==> src/rtl/pipe_hazard_ctrl.sv <==
// Hazard/stall controller for the 5-stage MIPS pipeline.
// Load-use, branch-operand and MDU-busy stalls plus MDU start/busy sequencing.
module pipe_hazard_ctrl #(
    parameter int MULT_CYC = 5,
    parameter int DIV_CYC  = 10
) (
    input  logic        Clk,
    input  logic        Reset,
    input  logic [31:0] IR_D,
    input  logic [31:0] IR_E,
    input  logic [31:0] IR_M,
    output logic        Stall_PC,
    output logic        Stall_D,
    output logic        Clr_E,
    output logic        MD_Start,
    output logic [1:0]  MD_Op,
    output logic        MD_Busy,
    output logic [31:0] Stall_Cnt
);

    localparam logic [0:0] IDLE = 1'b0;
    localparam logic [0:0] BUSY = 1'b1;

    localparam logic [3:0] MULT_N = 4'(MULT_CYC);
    localparam logic [3:0] DIV_N  = 4'(DIV_CYC);

    logic [5:0] op_d, op_e, op_m;
    logic [5:0] funct_d, funct_e;
    logic [4:0] rs_d, rt_d;
    logic [4:0] rt_e, rd_e;
    logic [4:0] rt_m;

    assign op_d    = IR_D[31:26];
    assign rs_d    = IR_D[25:21];
    assign rt_d    = IR_D[20:16];
    assign funct_d = IR_D[5:0];
    assign op_e    = IR_E[31:26];
    assign rt_e    = IR_E[20:16];
    assign rd_e    = IR_E[15:11];
    assign funct_e = IR_E[5:0];
    assign op_m    = IR_M[31:26];
    assign rt_m    = IR_M[20:16];

    logic unused_bits;
    assign unused_bits = ^{IR_D[15:6], IR_E[25:21], IR_E[10:6],
                           IR_M[25:21], IR_M[15:0]};

    function automatic logic is_load(input logic [5:0] op);
        return op inside {6'h20, 6'h21, 6'h23, 6'h24, 6'h25};
    endfunction

    logic [0:0] state;
    logic [3:0] cnt;
    logic       load_e, load_m, load_use;
    logic       br_d, br_rt, br_hazard;
    logic       md_d, md_e, md_hazard;
    logic       stall;
    logic [4:0] wr_dst;

    assign load_e = is_load(op_e);
    assign load_m = is_load(op_m);

    // Destination 0 doubles as "no ALU write"; jal is deliberately absent.
    always_comb begin
        wr_dst = 5'd0;
        if (op_e == 6'h00 &&
            !(funct_e inside {6'h08, 6'h11, 6'h13, [6'h18:6'h1B]}))
            wr_dst = rd_e;
        else if (op_e inside {[6'h08:6'h0F]})
            wr_dst = rt_e;
    end

    assign load_use = load_e && rt_e != 5'd0 &&
                      (rt_e == rs_d || rt_e == rt_d);

    assign br_rt = op_d == 6'h04 || op_d == 6'h05;
    assign br_d  = br_rt ||
                   (op_d == 6'h00 && (funct_d == 6'h08 || funct_d == 6'h09));

    assign br_hazard = br_d && (
        (wr_dst != 5'd0 &&
         (wr_dst == rs_d || (br_rt && wr_dst == rt_d))) ||
        (load_m && rt_m != 5'd0 &&
         (rt_m == rs_d || (br_rt && rt_m == rt_d))));

    assign md_d = op_d == 6'h00 &&
                  funct_d inside {[6'h10:6'h13], [6'h18:6'h1B]};
    assign md_e = op_e == 6'h00 && funct_e inside {[6'h18:6'h1B]};

    assign MD_Start  = Reset && state == IDLE && md_e;
    assign MD_Op     = funct_e[1:0];
    assign MD_Busy   = state == BUSY;
    assign md_hazard = md_d && (MD_Start || MD_Busy);

    assign stall    = Reset && (load_use || br_hazard || md_hazard);
    assign Stall_PC = stall;
    assign Stall_D  = stall;
    assign Clr_E    = stall;

    always_ff @(posedge Clk or negedge Reset) begin
        if (!Reset) begin
            state <= IDLE;
            cnt   <= 4'd0;
        end else if (MD_Start) begin
            state <= BUSY;
            cnt   <= funct_e[1] ? DIV_N : MULT_N;
        end else if (state == BUSY) begin
            cnt <= cnt - 4'd1;
            if (cnt == 4'd1)
                state <= IDLE;
        end
    end

    always_ff @(posedge Clk or negedge Reset) begin
        if (!Reset)
            Stall_Cnt <= 32'd0;
        else if (stall && Stall_Cnt != 32'hFFFF_FFFF)
            Stall_Cnt <= Stall_Cnt + 32'd1;
    end

endmodule

==> config.mk <==
export PLATFORM = sky130hd
export DESIGN_NAME = pipe_hazard_ctrl
export DESIGN_NICKNAME = d
export VERILOG_FILES = /design/src/rtl/pipe_hazard_ctrl.sv
export SDC_FILE = /design/constraint.sdc
export NUM_CORES = 1
export LEC_CHECK = 0
export BUFFER_PORTS_ARGS = -buffer_cell sky130_fd_sc_hd__buf_2
export CAP_MARGIN = 10
export CORE_MARGIN = 4
export CORE_UTILIZATION = 46
export CTS_CLUSTER_DIAMETER = 50
export DETAILED_ROUTE_END_ITERATION = 7
export GPL_ROUTABILITY_DRIVEN = 0
export PLACE_DENSITY = 0.81
export RECOVER_POWER = 100
export SYNTH_ARGS = -nofsm -noshare
export SYNTH_HDL_FRONTEND = slang
export SYNTH_SLANG_ARGS = --single-unit
==> constraint.sdc <==
create_clock -name Clk -period 4.15 [get_ports Clk]
set_input_delay 0.83 -clock Clk [delete_from_list [all_inputs] [get_ports Clk]]
set_output_delay 0.83 -clock Clk [all_outputs]
set_load 0.01 [all_outputs]
==> results of run 1 <==
==> synthesized netlist by cell type (all sizes together), types with 4 or more instances <==
library cell	n	area, sq um
xnor2	38	333
dfrtp	37	926
nand3	21	105
xor2	21	184
nor2	19	73.8
nand4	18	113
nand2	17	63.8
inv	12	45.0
and3	8	50.1
buf	8	67.6
clkbuf	7	26.3
nor2b	7	43.8
nor3	7	35.0
nor4	6	43.8
o21ai	6	33.8
a21oi	4	20.0
a31oi	4	25.0
and4	4	35.0
==> cells by family after synthesis <==
| logic type | count (synthesis) |
|---|---|
| xor gates and xnor gates | 59 |
| and+or+nand+nor | 126 |
| adders and majority gates | 3 |
| buffers and inverters | 27 |
| DFF | 37 |
| AOI/OAI and AO/OA | 42 |
| muxes | 1 |
==> path summary, 6_finish.rpt <==
kind	from	to	slack, ns	cells after the start
worst min register to register	Stall_Cnt[12]	Stall_Cnt[12]	0.50	1
worst max-delay path	IR_E[27]	Clr_E	0.11	10
min in group asynchronous	Reset	Stall_Cnt[24]	0.72	2
worst max register to register	Stall_Cnt[0]	Stall_Cnt[12]	1.13	10
max in group asynchronous	Reset	Stall_Cnt[2]	3.08	2
worst min-delay path	Stall_Cnt[12]	Stall_Cnt[12]	0.50	1
==> timing repair <==
item,CTS,global route
setup endpoints to repair,0,3
endpoints found under the hold margin,0,0
gates resized for setup,0,3
==> routing by layer <==
metal  vias up  routed length [microns]  track usage, %
met5         -                        0               0
met4         0                      101            3.80
met3        12                      502            3.53
met2       120                     3310            33.4
met1      1216                     2990            26.5
li1       1249                        -               -
==> worst max-delay path: stages <==
cell and delay [ns]:
buf_2 0.10, or4_4 0.57, o311ai_2 0.25, o2111ai_1 0.16, a311oi_2 0.29, or4b_1 0.49
nand2_1 0.09, a21oi_1 0.08, nor2b_2 0.17, buf_2 0.17
==> state kept, by name, indices dropped and copies added, names as in the netlist <==
register,cells
cnt,4
MD_Busy,1
Stall_Cnt,32
==> metrics by stage <==
step | instance area [sq um] | hold slack [ns] | setup slack [ns] | total power [mW]
2_1_floorplan | 2680 | 0.500 | 0.312 | 0.498
3_3_place_gp | 3190 | 0.469 | 0.101 | 0.561
3_5_place_dp | 3190 | 0.488 | 0.0812 | 0.572
4_1_cts | 3280 | 0.500 | 0.0544 | 0.817
5_1_grt | 3220 | 0.520 | -0.0332 | 0.865
6_report | 3220 | 0.504 | 0.111 | 0.810
==> final cells by class <==
class                      instances  share of cell area, %
multi-input combinational        231                   50.2
sequential                        37                   28.7
timing repair buffer              99                   14.1
tap                               72                   2.80
clock buffer                       5                   2.14
inverter                          12                   1.40
clock inverter                     3                  0.544
==> power by group through the flow <==
stage | Sequential, mW | Combinational [mW] | Clock (mW)
6_report | 0.394 | 0.172 | 0.244
5_1_grt | 0.396 | 0.198 | 0.272
4_1_cts | 0.393 | 0.173 | 0.251
3_5_place_dp | 0.400 | 0.172 | 0
3_3_place_gp | 0.399 | 0.163 | 0
2_1_floorplan | 0.397 | 0.102 | 0
==> metrics.cfg, run 1 <==
[pwr]
seqPwrFrac_pct=48.6
internal-power_mw=0.570
swShare_pct=29.6
p_sw_mw=0.240
clkPwrFrac_pct=30.1
p_comb_share_pct=21.3
leakagePower_nw=1.40
ir_worst_vdd_mv=0.156
power.density_nw_per_um2=252

[clocking]
clock_sinks=37
htreeDepth=2
clk_pin_slew_ns=0.07
cts-root-buf=clkbuf_8
ctsLongestPathBuffers=2
cts_hold_buf=0
clkLatencyLatePin_ns=0.29
cts_tree=yes
cts_buffers=5
postCtsSetupRepairBufs=0

[logic_synthesis]
synthAdderAreaFrac_pct=1.40
synth.avg_cell_area_sq_um=9.07
synth_fp_nets=396
synth_xor_area_share_pct=19.3
synth_top_family_by_area=simple AND/OR/NAND/NOR gates
yosysSeqAreaShare_pct=34.6
synth_compound_area_share_pct=11.8
synthMuxAreaShare_pct=0.421
synthSimpleGateAreaFrac_pct=27.3
ys_seq_elements=37
synthFlopType=dfrtp_1
yosysWarnings=0
synth_edf_count=0
ys_types=54
syn_area_sq_um=2680
async_flop_share_pct=100
syn_inst=295

[routing]
remaining_drc_errors=0
vias=2597
drt_wl_total_microns=6900
drtPass1Iterations=4
drt-initial-drc-count=145
antenna_left=0
vias_per_cell=5.66
routedWlPerCell_microns=15.0

[placed_design]
dp_cells=451
portBuffers=94
hpwl_microns=5420

[floorplan]
die_w_microns=84.3
die_area_sq_um=7100
io_pins=137
core_sq_um=5570
dieHeight_microns=84.3
row_count=27
initial_core_util_pct=48.0

[finish]
mostFrequentLayoutCells=buf_2 (57), xnor2_1 (38), clkbuf_1 (38), dfrtp_1 (37)
nets=487
multiInputGateArea_sq_um=1620
final_cells=459
n_antenna_cell=0
areaGrowthSynthToFinish_pct=20.3
fin_util_pct=57.8
final_common_cell=buf_2
layout-drive-gt1-share_pct=20.2
seqCellArea_sq_um=926
num-fill-cells=527

[critical_path]
required_ns=3.32
crit_type=in -> out
cp.arrival_ns=3.21
cp_max_fo=4
end_kind=primary output
start_kind=input port

[job]
maxCapViolCount=0

[worst_hold_path]
min_path_type=reg -> reg

[timing]
fmax_mhz=248
setup_tns_ns=0
finalCritPeriodShare_pct=97.3
relSlewSlack_pct=41.3
setup_violations=0
finalCriticalPeriod_ns=4.04
fin_skew_ns=0.00805
hold_viol=0
slew_violations=0
worst_pin_slew_ns=0.878

[grt]
grt.total_usage_pct=19.7
grt_pass1_wl_microns=11900
grt_max_degree=41
grt_overflow=0
grt_pass1_vias=2565
antenna_found_initial=0

[run_status]
outcome=completed

Note: power is estimated with default switching activity, not from simulation.
==> inputs of run 2 (changes only) <==
- BUFFER_PORTS_ARGS: -buffer_cell sky130_fd_sc_hd__buf_2 -> -buffer_cell sky130_fd_sc_hd__buf_4
==> run 2 against run 1 <==
Wire length grew 6.9%. Combinational power grew 9%. Core utilization grew 3.0 points. Setup slack gained 0.029 ns. Flip-flop and latch count is the same. Critical endpoint unchanged. Sequential share of layout area shrank 1.4 points. Non-clock buffer count grew 2. Critical path depth grew 1. Power grew 4.2%. Die area is the same. Via count grew 2.1%.
==> metrics.cfg, run 2 (synthesized netlist as in run 1, its figures left out) <==
[finish]
mostFrequentLayoutCells=buf_4 (60), clkbuf_1 (39), xnor2_1 (38), dfrtp_1 (37)
areaGrowthSynthToFinish_pct=26.5
nets=489  ; +0.41%
n_antenna_cell=0  ; unchanged
final_common_cell=buf_4
num-fill-cells=517  ; -1.9%
largest_register_ffs=32  ; unchanged
layout-drive-gt1-share_pct=19.8  ; -0.36 points
largest_register=Stall_Cnt

[critical_path]
required_ns=3.32  ; about the same
cp_max_fo=6  ; +2
r2r_start=Stall_Cnt[0]
r2r_cells=10  ; unchanged
crit_type=in -> out
timing.rr.end=Stall_Cnt[12]
start_kind=input port
end_kind=primary output
rrSetupSlack_ns=1.24  ; +0.11 ns
cp.arrival_ns=3.18  ; -0.03 ns

[pwr]
totalPowerFinal_mw=0.845  ; +4.2%
swShare_pct=28.5  ; -1.2 points
ir_worst_vdd_mv=0.166  ; +5.9%
p_comb_share_pct=22.2  ; +0.9 points
internal-power_mw=0.604  ; +5.9%
power.density_nw_per_um2=249  ; -0.88%
seqPwrFrac_pct=46.5  ; -2.1 points
leakagePower_nw=1.46  ; +4.4%
clkPwrFrac_pct=31.3  ; +1.2 points
p_sw_mw=0.241  ; +0.16%

[timing]
setup_tns_ns=0  ; unchanged
slew_violations=0  ; unchanged
worst_pin_slew_ns=0.966  ; +0.0879 ns
hold_viol=0  ; unchanged
finalCritPeriodShare_pct=96.6  ; -0.70 points
fin_skew_ns=0.00847  ; +0.000420 ns
fmax_mhz=249  ; +0.73%
finalCriticalPeriod_ns=4.01  ; -0.0292 ns
rsz0062_at_grt=false
relSlewSlack_pct=35.2  ; -6.1 points
setup_violations=0  ; unchanged

[clocking]
clk_pin_slew_ns=0.07  ; about the same
htreeDepth=2  ; unchanged
cts_buffers=5  ; unchanged
cts_hold_buf=0  ; unchanged
clock_sinks=37  ; unchanged
cts-root-buf=clkbuf_8
cts_tree=yes
ctsLongestPathBuffers=2  ; unchanged
clkLatencyLatePin_ns=0.29  ; about the same

[grt]
grt_pass1_wl_microns=12100  ; +1.9%
grt_overflow=0  ; unchanged
grt_max_degree=41  ; unchanged
grt.total_usage_pct=20.5  ; +0.73 points
antenna_found_initial=0  ; unchanged
grt_pass1_vias=2599  ; +1.3%

[worst_hold_path]
holdCritStartpoint=Stall_Cnt[12]
hold_path_depth=1  ; unchanged
min_path_type=reg -> reg
min_to=Stall_Cnt[12]

[routing]
antenna_left=0  ; unchanged
routedWlPerCell_microns=16.0  ; +6.4%
remaining_drc_errors=0  ; unchanged
vias=2651  ; +2.1%
vias_per_cell=5.75  ; +1.6%
drt-initial-drc-count=200  ; +38%
drt_wl_total_microns=7380  ; +6.9%
drtPass1Iterations=5  ; +1

[floorplan]
dieHeight_microns=84.3  ; unchanged
io_pins=137  ; unchanged
row_count=27  ; unchanged
die_w_microns=84.3  ; unchanged
initial_core_util_pct=48.0  ; unchanged
die_area_sq_um=7100  ; unchanged
core_sq_um=5570  ; unchanged

[job]
maxCapViolCount=0  ; unchanged

[run_status]
outcome=completed

[placed_design]
hpwl_microns=5800  ; +6.9%
portBuffers=94  ; unchanged

-- run 2: per-stage QoR --
stage               setup WS (ns)  area [sq um]  instances  hold WS [ns]  util (%)
floorplan                   0.312          2680        295         0.500         -
global placement            0.118          3440        453         0.475      61.8
finish                      0.141          3390        461         0.496      60.7
detailed placement          0.106          3440        453         0.483      61.8
global route               0.0261          3390        461         0.528      60.7
CTS                         0.101          3540        461         0.504      63.5
-- run 2: timing repair --
item / CTS / global route
gates resized for setup: 0 / 1
endpoints found under the setup margin: 0 / 3
buffers inserted: 0 / 0
-- run 2: cell type report --
class	count	area, sq um	share of cell area, %
clock buffers	6	82.6	2.44
clock inverters	2	13.8	0.407
inverters	12	45.0	1.33
multi-input cells	231	1600	47.4
flip-flops and latches	37	926	27.3
well taps	72	90.1	2.66
repair buffers	101	624	18.4
-- run 2: power by group through the flow --
stage | combinational (mW) | clock, mW | sequential [mW]
after floorplan | 0.102 | 0 | 0.397
after global placement | 0.181 | 0 | 0.398
after detailed placement | 0.190 | 0 | 0.399
after CTS | 0.192 | 0.269 | 0.392
after global routing | 0.208 | 0.287 | 0.395
final | 0.188 | 0.264 | 0.392
-- run 2: how the worst max path moves through the flow --
stage,start,endpoint,slack [ns],depth (start not counted)
finish,IR_E[31],Clr_E,0.14,11
global route,IR_E[31],Clr_E,0.03,10
CTS,IR_E[27],Clr_E,0.10,10
detailed placement,IR_E[27],Clr_E,0.11,10
global placement,IR_E[27],Clr_E,0.12,10
floorplan,IR_E[27],Stall_D,0.31,9
-- run 2: routing by layer --
layer	global-route usage [%]	vias to the layer above	part of all wire, %
li1	-	1260	-
met1	26.3	1268	42
met2	34.6	108	49
met3	4.12	15	6.9
met4	6.29	0	1.7
met5	0	-	0
-- run 2: critical path, cell delays in order --
cell      delay, ns
clkbuf_1       0.15
or4bb_1        0.61
xnor2_1        0.16
a221oi_1       0.34
a21o_1         0.18
nand2_1        0.05
o32a_1         0.37
nand2_1        0.07
a21oi_1        0.07
nor2b_2        0.19
buf_4          0.16
